File: config.mk
export PLATFORM = sky130hd
export DESIGN_NAME = axi4lite_reg_adapter
export DESIGN_NICKNAME = d
export VERILOG_FILES = /design/src/rtl/axi4lite_pkg.sv /design/src/rtl/axi4lite_reg_adapter.sv
export SDC_FILE = /design/constraint.sdc
export NUM_CORES = 1
export LEC_CHECK = 0
export BUFFER_PORTS_ARGS = -buffer_cell sky130_fd_sc_hd__clkbuf_2
export CORE_MARGIN = 2
export CORE_UTILIZATION = 38
export DETAILED_ROUTE_END_ITERATION = 16
export GPL_ROUTABILITY_DRIVEN = 0
export HOLD_SLACK_MARGIN = 0.08
export PLACE_DENSITY = 0.85
export SLEW_MARGIN = 5
export SYNTH_ARGS = -nofsm -noshare
export SYNTH_HDL_FRONTEND = slang
export SYNTH_SLANG_ARGS = --single-unit
File: constraint.sdc
create_clock -name clk_i -period 2.5 [get_ports clk_i]
set_clock_uncertainty 0.15 [all_clocks]
set_input_delay 0.125 -clock clk_i [delete_from_list [all_inputs] [get_ports clk_i]]
set_output_delay 0.125 -clock clk_i [all_outputs]
set_load 0.01 [all_outputs]
File: src/rtl/axi4lite_pkg.sv
// Shared definitions for the AXI4-Lite register adapter.
//   resp_t          : AXI response codes (OKAY, SLVERR)
//   adapter_state_e : transaction sequencing states
//   resp_enc()      : maps an error flag onto a response code of the given width
package axi4lite_pkg;

    typedef enum logic [1:0] {
        RESP_OKAY   = 2'b00,
        RESP_SLVERR = 2'b10
    } resp_t;

    typedef enum logic [1:0] {
        ST_IDLE   = 2'd0,
        ST_ACCESS = 2'd1,
        ST_RESP   = 2'd2
    } adapter_state_e;

    // A 1-bit response channel cannot carry 2'b10, so SLVERR collapses to 1'b1.
    function automatic logic [1:0] resp_enc(input logic err, input int resp_width);
        if (!err) begin
            return RESP_OKAY;
        end
        if (resp_width >= 2) begin
            return RESP_SLVERR;
        end
        return 2'b01;
    endfunction

endpackage

File: src/rtl/axi4lite_reg_adapter.sv
// AXI4-Lite slave front end of the timer regblock. Each AXI read or write
// becomes exactly one request on a simple req/ready register bus; the AXI
// response is returned once the register access completes or times out.
// Only one transaction is in flight at a time.
//
// Ports
//   clk_i, rst_i          clock, asynchronous active-high reset
//   s_axi_aw*/w*/b*       AXI4-Lite write address / data / response channels
//   s_axi_ar*/r*          AXI4-Lite read address / data channels
//   reg_req_o, reg_we_o   register access request (held until ready), write flag
//   reg_addr_o            word address = AXI addr[REG_AW+LSB-1:LSB]
//   reg_wdata_o/wstrb_o   write data and byte strobes (forwarded unchanged)
//   reg_rdata_i           read data, sampled with reg_ready_i
//   reg_ready_i/err_i     access complete / access error
module axi4lite_reg_adapter
    import axi4lite_pkg::*;
#(
    parameter int ADDR_WIDTH  = 32,
    parameter int DATA_WIDTH  = 32,
    parameter int RESP_WIDTH  = 1,
    parameter int REG_AW      = 6,
    parameter int ACC_TIMEOUT = 16
) (
    input  logic                      clk_i,
    input  logic                      rst_i,

    input  logic                      s_axi_awvalid_i,
    output logic                      s_axi_awready_o,
    input  logic [ADDR_WIDTH-1:0]     s_axi_awaddr_i,
    input  logic                      s_axi_wvalid_i,
    output logic                      s_axi_wready_o,
    input  logic [DATA_WIDTH-1:0]     s_axi_wdata_i,
    input  logic [DATA_WIDTH/8-1:0]   s_axi_wstrb_i,
    output logic                      s_axi_bvalid_o,
    input  logic                      s_axi_bready_i,
    output logic [RESP_WIDTH-1:0]     s_axi_bresp_o,
    input  logic                      s_axi_arvalid_i,
    output logic                      s_axi_arready_o,
    input  logic [ADDR_WIDTH-1:0]     s_axi_araddr_i,
    output logic                      s_axi_rvalid_o,
    input  logic                      s_axi_rready_i,
    output logic [DATA_WIDTH-1:0]     s_axi_rdata_o,
    output logic [RESP_WIDTH-1:0]     s_axi_rresp_o,

    output logic                      reg_req_o,
    output logic                      reg_we_o,
    output logic [REG_AW-1:0]         reg_addr_o,
    output logic [DATA_WIDTH-1:0]     reg_wdata_o,
    output logic [DATA_WIDTH/8-1:0]   reg_wstrb_o,
    input  logic [DATA_WIDTH-1:0]     reg_rdata_i,
    input  logic                      reg_ready_i,
    input  logic                      reg_err_i
);

    localparam int STRB_WIDTH = DATA_WIDTH / 8;
    localparam int LSB        = $clog2(STRB_WIDTH);
    localparam int TW         = $clog2(ACC_TIMEOUT + 1);
    // Loaded on entry to ACCESS so the request stays up for exactly ACC_TIMEOUT cycles.
    localparam logic [TW-1:0] TMO_LOAD = TW'(ACC_TIMEOUT - 1);

    adapter_state_e            state_q, state_d;
    logic                      aw_held_q, aw_held_d;
    logic                      w_held_q, w_held_d;
    logic                      prio_rd_q, prio_rd_d;
    logic                      is_wr_q, is_wr_d;
    logic [REG_AW-1:0]         addr_q, addr_d;
    logic [DATA_WIDTH-1:0]     wdata_q, wdata_d;
    logic [STRB_WIDTH-1:0]     wstrb_q, wstrb_d;
    logic [DATA_WIDTH-1:0]     rdata_q, rdata_d;
    logic [RESP_WIDTH-1:0]     resp_q, resp_d;
    logic [TW-1:0]             tmo_q, tmo_d;
    logic                      rd_grant;
    logic                      resp_hs;

    // Only the word-address field of the AXI addresses is decoded.
    logic unused_addr_bits;
    assign unused_addr_bits = ^{s_axi_awaddr_i, s_axi_araddr_i};

    always_ff @(posedge clk_i or posedge rst_i) begin
        if (rst_i) begin
            state_q   <= ST_IDLE;
            aw_held_q <= 1'b0;
            w_held_q  <= 1'b0;
            prio_rd_q <= 1'b0;
            is_wr_q   <= 1'b0;
            addr_q    <= '0;
            wdata_q   <= '0;
            wstrb_q   <= '0;
            rdata_q   <= '0;
            resp_q    <= '0;
            tmo_q     <= '0;
        end else begin
            state_q   <= state_d;
            aw_held_q <= aw_held_d;
            w_held_q  <= w_held_d;
            prio_rd_q <= prio_rd_d;
            is_wr_q   <= is_wr_d;
            addr_q    <= addr_d;
            wdata_q   <= wdata_d;
            wstrb_q   <= wstrb_d;
            rdata_q   <= rdata_d;
            resp_q    <= resp_d;
            tmo_q     <= tmo_d;
        end
    end

    always_comb begin
        state_d   = state_q;
        aw_held_d = aw_held_q;
        w_held_d  = w_held_q;
        prio_rd_d = prio_rd_q;
        is_wr_d   = is_wr_q;
        addr_d    = addr_q;
        wdata_d   = wdata_q;
        wstrb_d   = wstrb_q;
        rdata_d   = rdata_q;
        resp_d    = resp_q;
        tmo_d     = tmo_q;
        rd_grant  = 1'b0;
        resp_hs   = 1'b0;

        unique case (state_q)
            ST_IDLE: begin
                // A half-accepted write blocks reads; otherwise a pending read
                // wins only when it has priority or no write is being offered.
                rd_grant = !aw_held_q && !w_held_q && s_axi_arvalid_i &&
                           (prio_rd_q || !(s_axi_awvalid_i || s_axi_wvalid_i));
                if (rd_grant) begin
                    addr_d  = s_axi_araddr_i[REG_AW+LSB-1:LSB];
                    is_wr_d = 1'b0;
                    tmo_d   = TMO_LOAD;
                    state_d = ST_ACCESS;
                end else begin
                    if (s_axi_awvalid_i && !aw_held_q) begin
                        aw_held_d = 1'b1;
                        addr_d    = s_axi_awaddr_i[REG_AW+LSB-1:LSB];
                    end
                    if (s_axi_wvalid_i && !w_held_q) begin
                        w_held_d = 1'b1;
                        wdata_d  = s_axi_wdata_i;
                        wstrb_d  = s_axi_wstrb_i;
                    end
                    if (aw_held_d && w_held_d) begin
                        is_wr_d = 1'b1;
                        tmo_d   = TMO_LOAD;
                        state_d = ST_ACCESS;
                    end
                end
            end

            ST_ACCESS: begin
                if (reg_ready_i) begin
                    resp_d = RESP_WIDTH'(resp_enc(reg_err_i, RESP_WIDTH));
                    if (!is_wr_q) begin
                        rdata_d = reg_err_i ? '0 : reg_rdata_i;
                    end
                    state_d = ST_RESP;
                end else if (tmo_q == '0) begin
                    resp_d = RESP_WIDTH'(resp_enc(1'b1, RESP_WIDTH));
                    if (!is_wr_q) begin
                        rdata_d = '0;
                    end
                    state_d = ST_RESP;
                end else begin
                    tmo_d = tmo_q - TW'(1);
                end
            end

            ST_RESP: begin
                resp_hs = is_wr_q ? s_axi_bready_i : s_axi_rready_i;
                if (resp_hs) begin
                    aw_held_d = 1'b0;
                    w_held_d  = 1'b0;
                    prio_rd_d = is_wr_q;
                    state_d   = ST_IDLE;
                end
            end

            default: begin
                state_d = ST_IDLE;
            end
        endcase
    end

    // READY outputs are combinational; masking with rst_i keeps them low while reset is held.
    assign s_axi_awready_o = !rst_i && (state_q == ST_IDLE) && !aw_held_q && !rd_grant;
    assign s_axi_wready_o  = !rst_i && (state_q == ST_IDLE) && !w_held_q && !rd_grant;
    assign s_axi_arready_o = !rst_i && rd_grant;

    assign s_axi_bvalid_o  = (state_q == ST_RESP) && is_wr_q;
    assign s_axi_rvalid_o  = (state_q == ST_RESP) && !is_wr_q;
    assign s_axi_bresp_o   = resp_q;
    assign s_axi_rresp_o   = resp_q;
    assign s_axi_rdata_o   = rdata_q;

    assign reg_req_o   = (state_q == ST_ACCESS);
    assign reg_we_o    = (state_q == ST_ACCESS) && is_wr_q;
    assign reg_addr_o  = addr_q;
    assign reg_wdata_o = wdata_q;
    assign reg_wstrb_o = wstrb_q;

endmodule
==> results.md, run 1 <==
- Worst EP arrival: 2400 ps
- CTS Buffer Depth: 2
- Cell area after synthesis: between 0.003 and 0.004 sq mm
- CP endpoint kind: flop
- DRC viols: 0
- Crit path kind: input port to flop
- Area post-placement: about 0.0045 sq mm
- First-pass iteration count of the detailed router: 4
- CTS tree: yes
- Die Height: approximately 100 microns
- Post-DP HPWL: between 6000 and 7000 microns
- Clk root buf: clkbuf_8
- Core area: 0.00906 sq mm
- Status: completed
- PortBufs: 171
- Final #Nets: 648
- Routed WL: 9670 microns
- Setup TNS: 0 ps
- Grt ovf: 0
- Post-Syn Nets: a little under 400
- Worst Hold Class: input port to flop
- Num CTS Buffers: 9
- Die W: 99.9 microns
- Area Growth Syn to Fin: 59.7%
- MaxCap Viol Count: 0
- Post-Layout Cell Count: 621
- Slowest cell on the critical path: dlygate4sd3_1
- Syn avg cell area: 14.3 sq um
- Largest net degree at the start of global routing: 47
- Yosys cell types: 37
- Initial antenna violation count: 0
- Yosys warnings: 0
- Tightest Pin Transition: approximately 810 ps
- Critical path, cell by cell: dlygate4sd3_1, clkbuf_2, o21bai_1, nand3_2, mux2_2, dlygate4sd3_1, mux2_2
- Routed len/inst: 15.6 microns
- Sink Count: 86
- Placed Cells: 516
- Setup Buffers After CTS: 0
- Commonest cells after routing, fill and taps aside: clkbuf_2 (171), dlygate4sd3_1 (90), dfrtp_1 (86)
- Share of layout cells above drive strength 1: 0.486
- Ports: 224
- DRT iter0 DRCs: 50
- Critical-path maximum fanout: 8
- Final ANT Viol Nets: 0
- Gate Count Post-Synth: 244
- Relative slew slack: 0.460
- Synth Area in Compound Gates: 0.124
- Seq cells post-synth: 86
- Final Cell Area: 0.00559 sq mm
- Startpoint types: input port
- Finish-stage setup viols: 0
- CTS H-Tree Depth: 3
- Hold WS: 228 ps
- Mux contribution to synthesized area: 0.164
- PD cells: 1000 mW/mm^2
- Clock Latency Late Sink: roughly 340 ps
- Final Critical Period: 2320 ps
- Sequential share of the synthesized area: 0.615
- XOR/XNOR Fraction of Synth Area: 0
- Critical path data required time: 2580 ps
- Inserted Diodes: 0
- CTS clk-pin slew, worst paths: 80 ps
- Std cell rows: 35
- Slowest stage delay, CP: 560 ps
- Drt via density: about 4.8
- Crit share post-route: 0.928
- Post-Synth Simple-Gate Area: 0.0587
- Via count: 2963
- Initial core utilization: 0.386
- Fmax: around 0.43 GHz
- Synth Area in Adders: 0.00358
- Largest family of logic cells by synthesized area: multiplexers
- GRT Util Overall: 0.196
- VDD IR-drop max: between 500 and 600 uV
- RSZ-0062 raised after global routing: no
- First-pass GRT wire length: 15400 microns
- Die area: between 0.009 and 0.01 sq mm
- Leak: roughly 2.8 nW
- Vias in the first global route: 3212
- Most common cell after layout, fill and taps aside: clkbuf_2
- Slew Viols, Final: 0
- Hold Vio Cnt, Final: 0
==> critical path, delay by kind of cell <==
family	cells	cell delay (ps)
compound gates	1	210
buf+inv	3	1240
mux	2	590
simple gates	1	220
==> layout make-up <==
type	instances	area, sq um
inverter	6	23.8
sequential	86	2150
clock inverter	5	83.8
fill	713	3480
clock buffer	10	128
timing repair buffer	266	1820
multi-input combinational	137	1240
tap	111	139
==> synthesized netlist by cell type <==
cell,number,area [sq um]
a21boi_0,1,7.51
a21boi_2,1,11.3
a21oi_1,4,20.0
a221oi_4,1,26.3
a22o_1,32,280
a2bb2oi_1,1,8.76
a31oi_1,2,12.5
a32o_1,2,20.0
and2_1,2,12.5
and3b_1,1,8.76
and4b_1,1,10.0
buf_2,11,55.1
buf_4,1,7.51
buf_6,3,33.8
clkinv_1,1,3.75
dfrtp_1,86,2150
ha_1,1,12.5
inv_1,5,18.8
mux2_2,51,574
nand2_1,8,30.0
nand2b_1,2,12.5
nand3_1,1,5.00
nor2_1,8,30.0
nor2b_1,1,6.26
nor3_1,3,15.0
nor4_1,1,6.26
nor4b_2,1,15.0
nor4b_4,1,23.8
o21a_1,1,7.51
o21ai_0,2,10.0
o21bai_1,1,7.51
o22ai_1,2,12.5
o32a_1,1,10.0
or2_2,1,6.26
or3_1,1,6.26
or4_1,1,7.51
or4b_1,1,10.0
==> through the flow <==
stage	setup slack [ps]	utilization	total power (W)
global placement	373	0.493	0.00430
floorplan	3.15	-	0.00352
detailed placement	326	0.493	0.00441
CTS	112	0.616	0.00562
global route	94.4	0.616	0.00594
finish	180	0.616	0.00558
==> path summary, 6_finish.rpt <==
check / cells past startpoint / slack (ps) / end / start
worst min register to register: 1 / 360 / reg_wdata_o[8] / reg_wdata_o[8]
worst max-delay path: 7 / 180 / reg_addr_o[5] / s_axi_wvalid_i
max in group asynchronous: 4 / 1160 / reg_addr_o[0] / rst_i
worst min-delay path: 3 / 230 / state_q[0] / s_axi_arvalid_i
worst max register to register: 5 / 260 / reg_addr_o[5] / prio_rd_q
min in group asynchronous: 3 / 350 / tmo_q[3] / rst_i
==> report_power, final <==
group,total [W],switching [W],internal [W],leakage (nW)
logic,0.00214,0.000984,0.00116,1.59
clock network,0.00105,0.000490,0.000562,0.0990
registers,0.00239,0.000404,0.00199,1.06
==> metal layers <==
| layer | share of wire | up-vias | track usage |
|---|---|---|---|
| li1 | - | 1416 | - |
| met1 | 0.38 | 1425 | 0.213 |
| met2 | 0.55 | 104 | 0.373 |
| met3 | 0.046 | 18 | 0.0446 |
| met4 | 0.020 | 0 | 0.0674 |
| met5 | 0 | - | 0 |
==> what timing repair did <==
action / 4_1_cts / 5_1_grt
setup endpoints to repair: 0 / 4
hold buffers: 90 / 0
endpoints found under the hold margin: 125 / 0
resized for setup: 0 / 1
==> flip-flops by register name, indices dropped and copies added (netlist names) <==
name and count:
is_wr_q 1, state_q 2, s_axi_bresp_o 1, s_axi_rdata_o 32
reg_wstrb_o 4, prio_rd_q 1, tmo_q 5, reg_addr_o 6
reg_wdata_o 32, w_held_q 1, aw_held_q 1
==> cell families after synthesis <==
family          after synthesis
compound gates               51
mux                          51
simple gates                 34
buf+inv                      21
fa+ha+maj                     1
flops                        86
No activity file was read; power rests on OpenSTA's default activity.
==> inputs of run 2 (changes only) <==
--- a/config.mk
+++ b/config.mk
@@ -5,7 +5,7 @@
 export SDC_FILE = /design/constraint.sdc
 export NUM_CORES = 1
 export LEC_CHECK = 0
-export BUFFER_PORTS_ARGS = -buffer_cell sky130_fd_sc_hd__clkbuf_2
+export BUFFER_PORTS_ARGS = -buffer_cell sky130_fd_sc_hd__buf_2
 export CORE_MARGIN = 2
 export CORE_UTILIZATION = 38
 export DETAILED_ROUTE_END_ITERATION = 16
==> results.md, run 2 (synthesis results as in run 1) <==
- Crit path kind: input port to flop
- Setup slack, reg-to-reg: 280 ps (+20 ps)
- Final Cell Area: 0.00558 sq mm (-0.18%)
- Initial core utilization: 0.386 (unchanged)
- Power, Total: 0.00561 W (+0.42%)
- Tightest Pin Transition: 794 ps (-15.8 ps)
- Routed WL: 9680 microns (about the same)
- Sink Count: 86 (unchanged)
- Final Critical Period: 2290 ps (-28.8 ps)
- VDD IR-drop max: 480 uV (-14%)
- Most common cell after layout, fill and taps aside: buf_2
- Final ANT Viol Nets: 0 (unchanged)
- PD cells: 1010 mW/mm^2 (+0.60%)
- Die area: 0.00999 sq mm (unchanged)
- Startpoint types: input port
- R2r startpoint: w_held_q
- First-pass iteration count of the detailed router: 4 (unchanged)
- Core area: 0.00906 sq mm (unchanged)
- Final #Nets: 646 (-0.31%)
- Slew Viols, Final: 0 (unchanged)
- Num CTS Buffers: 9 (unchanged)
- Placement Setup Slack: 331 ps (+5.92 ps)
- MaxCap Viol Count: 0 (unchanged)
- DRT iter0 DRCs: 58 (+16%)
- Relative slew slack: 0.471 (+0.0112)
- CTS H-Tree Depth: 3 (unchanged)
- Critical-path maximum fanout: 8 (unchanged)
- Std cell rows: 35 (unchanged)
- Slowest stage delay, CP: 550 ps (about the same)
- CTS clk-pin slew, worst paths: 90 ps (about the same)
- Critical path, cell by cell: dlygate4sd3_1, buf_2, o21bai_1, nand3_2, mux2_2, dlygate4sd3_1, mux2_2
- Grt ovf: 0 (unchanged)
- Finish-stage setup viols: 0 (unchanged)
- Drt via density: 4.88 (+2.3%)
- Crit path to: reg_addr_o[3]
- Status: completed
- Setup Buffers After CTS: 0 (unchanged)
- CP endpoint kind: flop
- CP Launch Point: s_axi_wvalid_i
- Leak: 2.76 nW (about the same)
- Critical path data required time: 2580 ps (about the same)
- First-pass GRT wire length: 15200 microns (-1.4%)
- Inserted Diodes: 0 (unchanged)
- Worst flop-to-flop path endpoint: reg_addr_o[3]
- Area post-placement: 0.00447 sq mm (unchanged)
- Die W: 99.9 microns (unchanged)
- Hold Vio Cnt, Final: 0 (unchanged)
- RSZ-0062 raised after global routing: no
- Clock Latency Late Sink: 350 ps (about the same)
- CTS tree: yes
- Worst EP arrival: 2370 ps (-30 ps)
- Slowest cell on the critical path: dlygate4sd3_1
- CTS Buffer Depth: 2 (unchanged)
- Crit share post-route: 0.916 (-0.0115)
- PortBufs: 171 (unchanged)
- Routed len/inst: 15.6 microns (+0.25%)
- Setup TNS: 0 ps (unchanged)
- Area Growth Syn to Fin: 59.4%
- Die Height: 99.9 microns (unchanged)
- Vias in the first global route: 3066 (-4.5%)
- Setup ws final: 209 ps (+28.8 ps)
- Initial antenna violation count: 0 (unchanged)
- Commonest cells after routing, fill and taps aside: buf_2 (171), dlygate4sd3_1 (88), dfrtp_1 (86)
- Fmax: 0.437 GHz (+1.3%)
- DRC viols: 0 (unchanged)
- Worst Hold Class: input port to flop
- Ports: 224 (unchanged)
- Via count: 3025 (+2.1%)
- Post-DP HPWL: 5980 microns (-1.2%)
- R2R depth: 5 (unchanged)
- GRT Util Overall: 0.193 (-0.00295)
- Clk root buf: clkbuf_8
- Largest net degree at the start of global routing: 47 (unchanged)
- Hold WS: 229 ps (+0.897 ps)
- Share of layout cells above drive strength 1: 0.489 (+0.00292)
- Cell count of the worst hold path: 3 (unchanged)
[run 2: changes by cell type in the layout (fill, tap and decap cells not counted), sizes merged]
cell,change
buf,+171
clkbuf,-171
dlygate4sd3,-2
clkinv,+1
clkinvlp,-1
inv,+1
[run 2: worst max-delay path, delay by kind of cell]
family	cells	cell delay, ps
buffers and inverters	3	1230
muxes	2	580
and+or+nand+nor	1	220
AOI/OAI and AO/OA	1	200
[run 2: worst min path at each step]
stage / to / from / slack, ps
floorplan: s_axi_bresp_o / reg_ready_i / 80
global placement: is_wr_q / rst_i / 170
detailed placement: is_wr_q / rst_i / 180
CTS: state_q[0] / s_axi_arvalid_i / 200
global route: s_axi_rdata_o[12] / reg_err_i / 250
finish: state_q[0] / s_axi_arvalid_i / 230
[run 2: report_power, final]
part           leakage [nW]  total [W]  internal [W]  switching [W]
combinational          1.59    0.00215       0.00116       0.000996
sequential             1.06    0.00237       0.00199       0.000378
clock                 0.107    0.00109      0.000573       0.000518
[run 2: through the flow]
stage           util  cells
2_1_floorplan      -    244
3_3_place_gp   0.493    516
3_5_place_dp   0.493    516
4_1_cts        0.614    620
5_1_grt        0.615    620
6_report       0.615    620
[run 2: repair_timing]
action                     in CTS  in global routing
hold buffers                   88                  0
resized for setup               0                  1
hold endpoints to repair      125                  0
setup endpoints to repair       0                  4
[run 2: routing by layer]
metal	routed length [microns]	track usage	up-vias
met4	207	0.0717	0
met5	0	0	-
met3	437	0.0397	24
li1	-	-	1414
met2	5350	0.365	112
met1	3690	0.213	1475
[run 2: area by class of cell]
class                      instances  area (sq um)
inverter                           6          23.8
timing repair buffer             264          1800
fill                             695          3490
multi-input combinational        137          1240
clock buffer                      10           128
tap                              111           139
sequential                        86          2150
clock inverter                     6          93.8
